$ cat config.mk
export PLATFORM = sky130hd
export DESIGN_NAME = route_sequencer
export DESIGN_NICKNAME = d
export VERILOG_FILES = /design/src/rtl/route_pkg.sv /design/src/rtl/dwell_timer.sv /design/src/rtl/route_sequencer.sv
export SDC_FILE = /design/constraint.sdc
export NUM_CORES = 1
export LEC_CHECK = 0
export CAP_MARGIN = 30
export CELL_PAD_IN_SITES_DETAIL_PLACEMENT = 1
export CELL_PAD_IN_SITES_GLOBAL_PLACEMENT = 1
export CORE_UTILIZATION = 40
export CTS_CLUSTER_DIAMETER = 120
export DETAILED_ROUTE_END_ITERATION = 8
export PLACE_DENSITY_LB_ADDON = 0.05
export SLEW_MARGIN = 40
export SYNTH_ARGS = -nofsm -noshare
export SYNTH_HDL_FRONTEND = slang
export SYNTH_HIERARCHICAL = 1
export SYNTH_SLANG_ARGS = --single-unit
$ cat constraint.sdc
create_clock -name clk -period 4.33 [get_ports clk]
set_input_delay 0.6495 -clock clk [delete_from_list [all_inputs] [get_ports clk]]
set_output_delay 0.6495 -clock clk [all_outputs]
set_load 0.01 [all_outputs]
$ cat src/rtl/route_pkg.sv
// Shared types and constants for the route sequencer: FSM state encoding,
// the default terminating code and the actuator's directional move codes.
package route_pkg;

  typedef enum logic [2:0] {
    S_IDLE    = 3'd0,
    S_FETCH   = 3'd1,
    S_LOAD    = 3'd2,
    S_PRESENT = 3'd3,
    S_HOLD    = 3'd4,
    S_DONE    = 3'd5
  } state_e;

  localparam logic [3:0] END_CODE_DEF = 4'b0000;

  // One-hot direction bits; diagonal moves combine two of them.
  localparam logic [3:0] MOVE_FWD   = 4'b0001;
  localparam logic [3:0] MOVE_BACK  = 4'b0010;
  localparam logic [3:0] MOVE_LEFT  = 4'b0100;
  localparam logic [3:0] MOVE_RIGHT = 4'b1000;

endpackage

$ cat src/rtl/dwell_timer.sv
// 32-bit dwell counter: held at 0 while clr, counts while en, expire when count == HOLD_CYCLES-1.
// Expire is combinational from the count register; no backpressure.
module dwell_timer #(
  parameter logic [31:0] HOLD_CYCLES = 32'd50000000
) (
  input  logic clk,
  input  logic reset_n,
  input  logic clr,
  input  logic en,
  output logic expire
);

  logic [31:0] cnt_q;
  logic [31:0] cnt_d;

  always_comb begin
    cnt_d = cnt_q;
    if (clr) begin
      cnt_d = 32'd0;
    end else if (en) begin
      cnt_d = cnt_q + 32'd1;
    end
  end

  always_ff @(posedge clk or negedge reset_n) begin
    if (!reset_n) begin
      cnt_q <= 32'd0;
    end else begin
      cnt_q <= cnt_d;
    end
  end

  assign expire = en && (cnt_q == (HOLD_CYCLES - 32'd1));

endmodule

$ cat src/rtl/route_sequencer.sv
// Walks route RAM 0..last, offers each code on valid/ready, dwells HOLD_CYCLES after acceptance.
// start->first move_valid: 3 cycles; move/move_valid hold steady while move_ready is low.
module route_sequencer
  import route_pkg::*;
#(
  parameter logic [31:0] HOLD_CYCLES = 32'd50000000,
  parameter logic [3:0]  END_CODE    = END_CODE_DEF
) (
  input  logic       clk,
  input  logic       reset_n,
  input  logic       start,
  input  logic       abort,
  input  logic [3:0] last_addr,
  output logic [3:0] ram_addr,
  input  logic [3:0] ram_q,
  output logic [3:0] move,
  output logic       move_valid,
  input  logic       move_ready,
  output logic [3:0] step,
  output logic       busy,
  output logic       done
);

  state_e     state_q;
  logic [3:0] step_q;
  logic [3:0] last_q;
  logic [3:0] move_q;
  logic       move_valid_q;
  logic       busy_q;
  logic       done_q;

  logic hold_en;
  logic hold_clr;
  logic hold_expire;

  // Counter runs only in HOLD and sits at zero otherwise, so HOLD always starts from 0.
  assign hold_en  = (state_q == S_HOLD);
  assign hold_clr = !hold_en;

  dwell_timer #(
    .HOLD_CYCLES(HOLD_CYCLES)
  ) u_dwell_timer (
    .clk    (clk),
    .reset_n(reset_n),
    .clr    (hold_clr),
    .en     (hold_en),
    .expire (hold_expire)
  );

  always_ff @(posedge clk or negedge reset_n) begin
    if (!reset_n) begin
      state_q      <= S_IDLE;
      step_q       <= 4'd0;
      last_q       <= 4'd0;
      move_q       <= 4'd0;
      move_valid_q <= 1'b0;
      busy_q       <= 1'b0;
      done_q       <= 1'b0;
    end else begin
      done_q <= 1'b0;
      if (abort) begin
        // A handshake coinciding with abort counts as taken, but no dwell follows.
        if (state_q != S_IDLE) begin
          state_q      <= S_IDLE;
          step_q       <= 4'd0;
          move_q       <= 4'd0;
          move_valid_q <= 1'b0;
          busy_q       <= 1'b0;
        end
      end else begin
        case (state_q)
          S_IDLE: begin
            if (start) begin
              last_q  <= last_addr;
              step_q  <= 4'd0;
              busy_q  <= 1'b1;
              state_q <= S_FETCH;
            end
          end
          S_FETCH: begin
            state_q <= S_LOAD;
          end
          S_LOAD: begin
            move_q <= ram_q;
            if (ram_q == END_CODE) begin
              done_q  <= 1'b1;
              state_q <= S_DONE;
            end else begin
              move_valid_q <= 1'b1;
              state_q      <= S_PRESENT;
            end
          end
          S_PRESENT: begin
            if (move_ready) begin
              move_valid_q <= 1'b0;
              state_q      <= S_HOLD;
            end
          end
          S_HOLD: begin
            // The last-step check precedes the increment, so step never wraps.
            if (hold_expire) begin
              if (step_q == last_q) begin
                done_q  <= 1'b1;
                state_q <= S_DONE;
              end else begin
                step_q  <= step_q + 4'd1;
                state_q <= S_FETCH;
              end
            end
          end
          S_DONE: begin
            move_q  <= 4'd0;
            busy_q  <= 1'b0;
            state_q <= S_IDLE;
          end
          default: begin
            state_q      <= S_IDLE;
            move_valid_q <= 1'b0;
            busy_q       <= 1'b0;
          end
        endcase
      end
    end
  end

  assign ram_addr   = step_q;
  assign move       = move_q;
  assign move_valid = move_valid_q;
  assign step       = step_q;
  assign busy       = busy_q;
  assign done       = done_q;

endmodule
==> flow_summary_export.csv <==
group,metric,value,unit
route,first_iter_violations,113,
setup_path,cp_cell_sequence,"nor2_2, and2_4, inv_2, o211a_1, nand4_4, nor4_1, mux2_2",
finish,nets,335,
sta,final.min_clock_period,3090,ps
setup_path,cp.arrival,3270,ps
clock_tree,numCtsBuffers,5,
route,drc,0,
synth,synth_top_flop_cell,"dfrtp_1",
global_routing,grt_max_degree,51,
sta,setup_viol,0,
synth,synth_area_per_cell,9.88,sq um
die,die_area,7860,sq um
global_routing,grt.overflow.total,0,
setup_path,slowest_delay,700,ps
route,routed_via_density,5.58,
route,totalWireLength,6940,um
synth,synth-edff-count,0,
sta,slew_viol_final,0,
setup_path,timing.critical_path.buf_inv,1,
setup_path,critPathKind,"register to register",
synth,synth.top_cell.area_share,41.6,%
pwr,p_total,1050,uW
clock_tree,cts_sinks,50,
global_routing,grt_pass1_vias,2368,
pwr,p_sw,292,uW
synth,async_flop_share,100,%
sta,max_slew_margin,48.6,%
die,dieHeight,88.7,um
pwr,seqPwrFrac,51.5,%
setup_path,cp-start-kind,"register",
pwr,internal-power,754,uW
die,placeableCoreArea,7250,sq um
sta,finalCritPeriodShare,71.3,%
synth,synth.area.top_cells,"dfrtp_1, xor2_1, a21oi_1, nor2_1, mux2_2",
clock_tree,cts_tree,"yes",
min_path,hp-class,"input pin to async pin",
clock_tree,clk_pin_slew,90,ps
finish,antenna_cells,0,
sta,fin_skew,5.31,ps
die,fp-row-count,31,
run_status,status,"finished, final reports clean",
finish,synthToLayoutAreaGrowth,12.9,%
pwr,combPwrFrac,18.3,%
sta,max_clock_freq,324,MHz
die,start_util,41.4,%
synth,syn_area,3000,sq um
placed_design,gp_congestion,0.730,
pwr,leakagePower,0.00132,uW
synth,synth_area_leader_cell,"dfrtp_1",
clock_tree,post-cts-setup-buffers,0,
pwr,max-vdd-ir-drop,0.000116,V
finish,multiInputGateArea,1600,sq um
synth,synthCells,304,
clock_tree,cts_buffer_depth,2,
route,drt-pass1-iter-count,5,
synth,synth_warnings,6,
clock_tree,cts_resized,0,
route,wl_per_cell,16.5,um
pwr,p_clk_share,30.1,%
clock_tree,ctsHoldBuffers,0,
finish,layout-drive-gt1-share,11.8,%
global_routing,grt_usage,19.2,%
synth,ys_seq_area_share,41.6,%
pwr,power_density,308,nW/um^2
finish,final_cell_mix,"dfrtp_1, clkdlybuf4s50_1, nor2_1",
die,fp.dieW,88.7,um
finish,fillers,818,
synth,ys_seq_elements,50,
placed_design,portBuffers,27,
clock_tree,htree_levels,2,
synth,ys_types,61,
setup_path,timing.critical_path.max_delay_family,"simple AND/OR/NAND/NOR gates",
placed_design,hpwl,4830,um
setup_path,crit_fanout,44,
setup_path,crit_path_top_delay_cell,"dfrtp_1",
finish,final_common_cell,"dfrtp_1",
die,boundaryPins,28,
route,antenna_left,0,
sta,setup_tns,0,ps
clock_tree,root_buffer,"clkbuf_8",
synth,syn_nets,319,
pwr,switching_share,27.9,%
job,drv_cap,0,
global_routing,antenna_found_initial,0,
sta,hold_viol,0,
sta,worst_pin_slew,770,ps
route,vias,2343,
clock_tree,clock_latency,300,ps
setup_path,critPathRequiredTime,4520,ps
setup_path,end_kind,"register",
global_routing,grt_first_pass_wirelength,11500,um
finish,regArea,1250,sq um
sta,rsz0062_at_grt,"no",
==> area by class of cell <==
class,count,share of cell area (%)
Inverter,8,0.885
Timing Repair Buffer,29,8.26
Sequential cell,50,36.9
Tap cell,99,3.65
Multi-Input combinational cell,226,47.1
Clock buffer,8,3.25
==> final timing paths <==
kind / startpoint / endpoint / slack (ps) / cells past startpoint
hold reg to reg: move[0]$_DFFE_PN0P_ / move[0]$_DFFE_PN0P_ / 510 / 2
setup / recovery: state_q[0]$_DFFE_PN0P_ / u_dwell_timer/cnt_q[25]$_DFFE_PN0P_ / 1240 / 7
hold / removal: reset_n / move[2]$_DFFE_PN0P_ / 460 / 2
setup reg to reg: state_q[0]$_DFFE_PN0P_ / u_dwell_timer/cnt_q[25]$_DFFE_PN0P_ / 1240 / 7
min in group clk: move[0]$_DFFE_PN0P_ / move[0]$_DFFE_PN0P_ / 510 / 2
max in group asynchronous: reset_n / u_dwell_timer/cnt_q[25]$_DFFE_PN0P_ / 3430 / 2
==> cells in the mapped netlist (2+ instances only) <==
cell,instances
nand4_4,3
buf_6,3
o31ai_1,8
nand3_1,11
nor4_1,11
nor3b_1,3
ha_1,2
nand4_1,7
o21ai_0,11
mux2_1,5
or3_1,5
xor2_1,11
nor2b_1,11
o22ai_1,2
o211a_1,2
and3_1,5
nor3_1,4
and2_1,2
a22oi_1,5
a21oi_1,18
buf_2,5
buf_4,6
xor2_2,2
xnor2_1,3
nand2_1,21
nor2_1,24
and4_1,2
clkbuf_1,5
mux2i_1,4
a32oi_1,2
mux2_2,7
dfrtp_1,50
or4_1,10
inv_1,6
inv_2,2
==> registers in the layout (all words and copies together), names as in the netlist <==
signal,count
state_q,3
u_dwell_timer/cnt_q,32
done,1
last_q,4
move,4
busy,1
ram_addr,4
move_valid,1
==> cell families (layout without fill, tap and decap cells) <==
logic type | count (synthesis) | after routing | share of synthesized area [%]
and+or+nand+nor | 134 | 134 | 28.0
AOI/OAI and AO/OA | 58 | 58 | 13.3
DFF | 50 | 50 | 41.6
buffers and inverters | 28 | 45 | 5.21
xor gates and xnor gates | 16 | 16 | 5.16
muxes | 16 | 16 | 5.83
adders and majority gates | 2 | 2 | 0.833
==> stage by stage <==
| stage | std cells | instance area [sq um] | setup slack (ps) | util (%) | hold WS (ps) |
|---|---|---|---|---|---|
| 2_1_floorplan | 304 | 3000 | 1870 | - | 354 |
| 3_3_place_gp | 412 | 3280 | 1290 | 45.2 | 504 |
| 3_5_place_dp | 412 | 3280 | 1230 | 45.2 | 498 |
| 4_1_cts | 420 | 3390 | 1200 | 46.8 | 489 |
| 5_1_grt | 420 | 3390 | 958 | 46.8 | 517 |
| 6_report | 420 | 3390 | 1240 | 46.8 | 461 |
==> metal layers <==
layer  global-route usage (%)  vias to the layer above  wire length, um
met5                        0                        -                0
met4                     4.40                        0               46
met3                     3.08                        4              124
met2                     34.7                       19             3540
met1                     23.9                     1176             3220
li1                         -                     1144                -
==> power by group through the flow <==
| stage | Clock (uW) | Sequential (uW) | Combinational [uW] |
|---|---|---|---|
| after floorplan | 0 | 543 | 115 |
| final | 315 | 539 | 192 |
| after global routing | 347 | 545 | 212 |
| after detailed placement | 0 | 550 | 195 |
| after global placement | 0 | 547 | 190 |
| after CTS | 331 | 540 | 196 |
==> worst register-to-register path, delay by kind of cell (launching register included) <==
| family | cells | cell delay [ps] |
|---|---|---|
| buf+inv | 1 | 570 |
| mux | 1 | 370 |
| simple gates | 4 | 1000 |
| compound gates | 1 | 350 |
| flops | 1 | 700 |
Power figures use the tool's default switching activity.
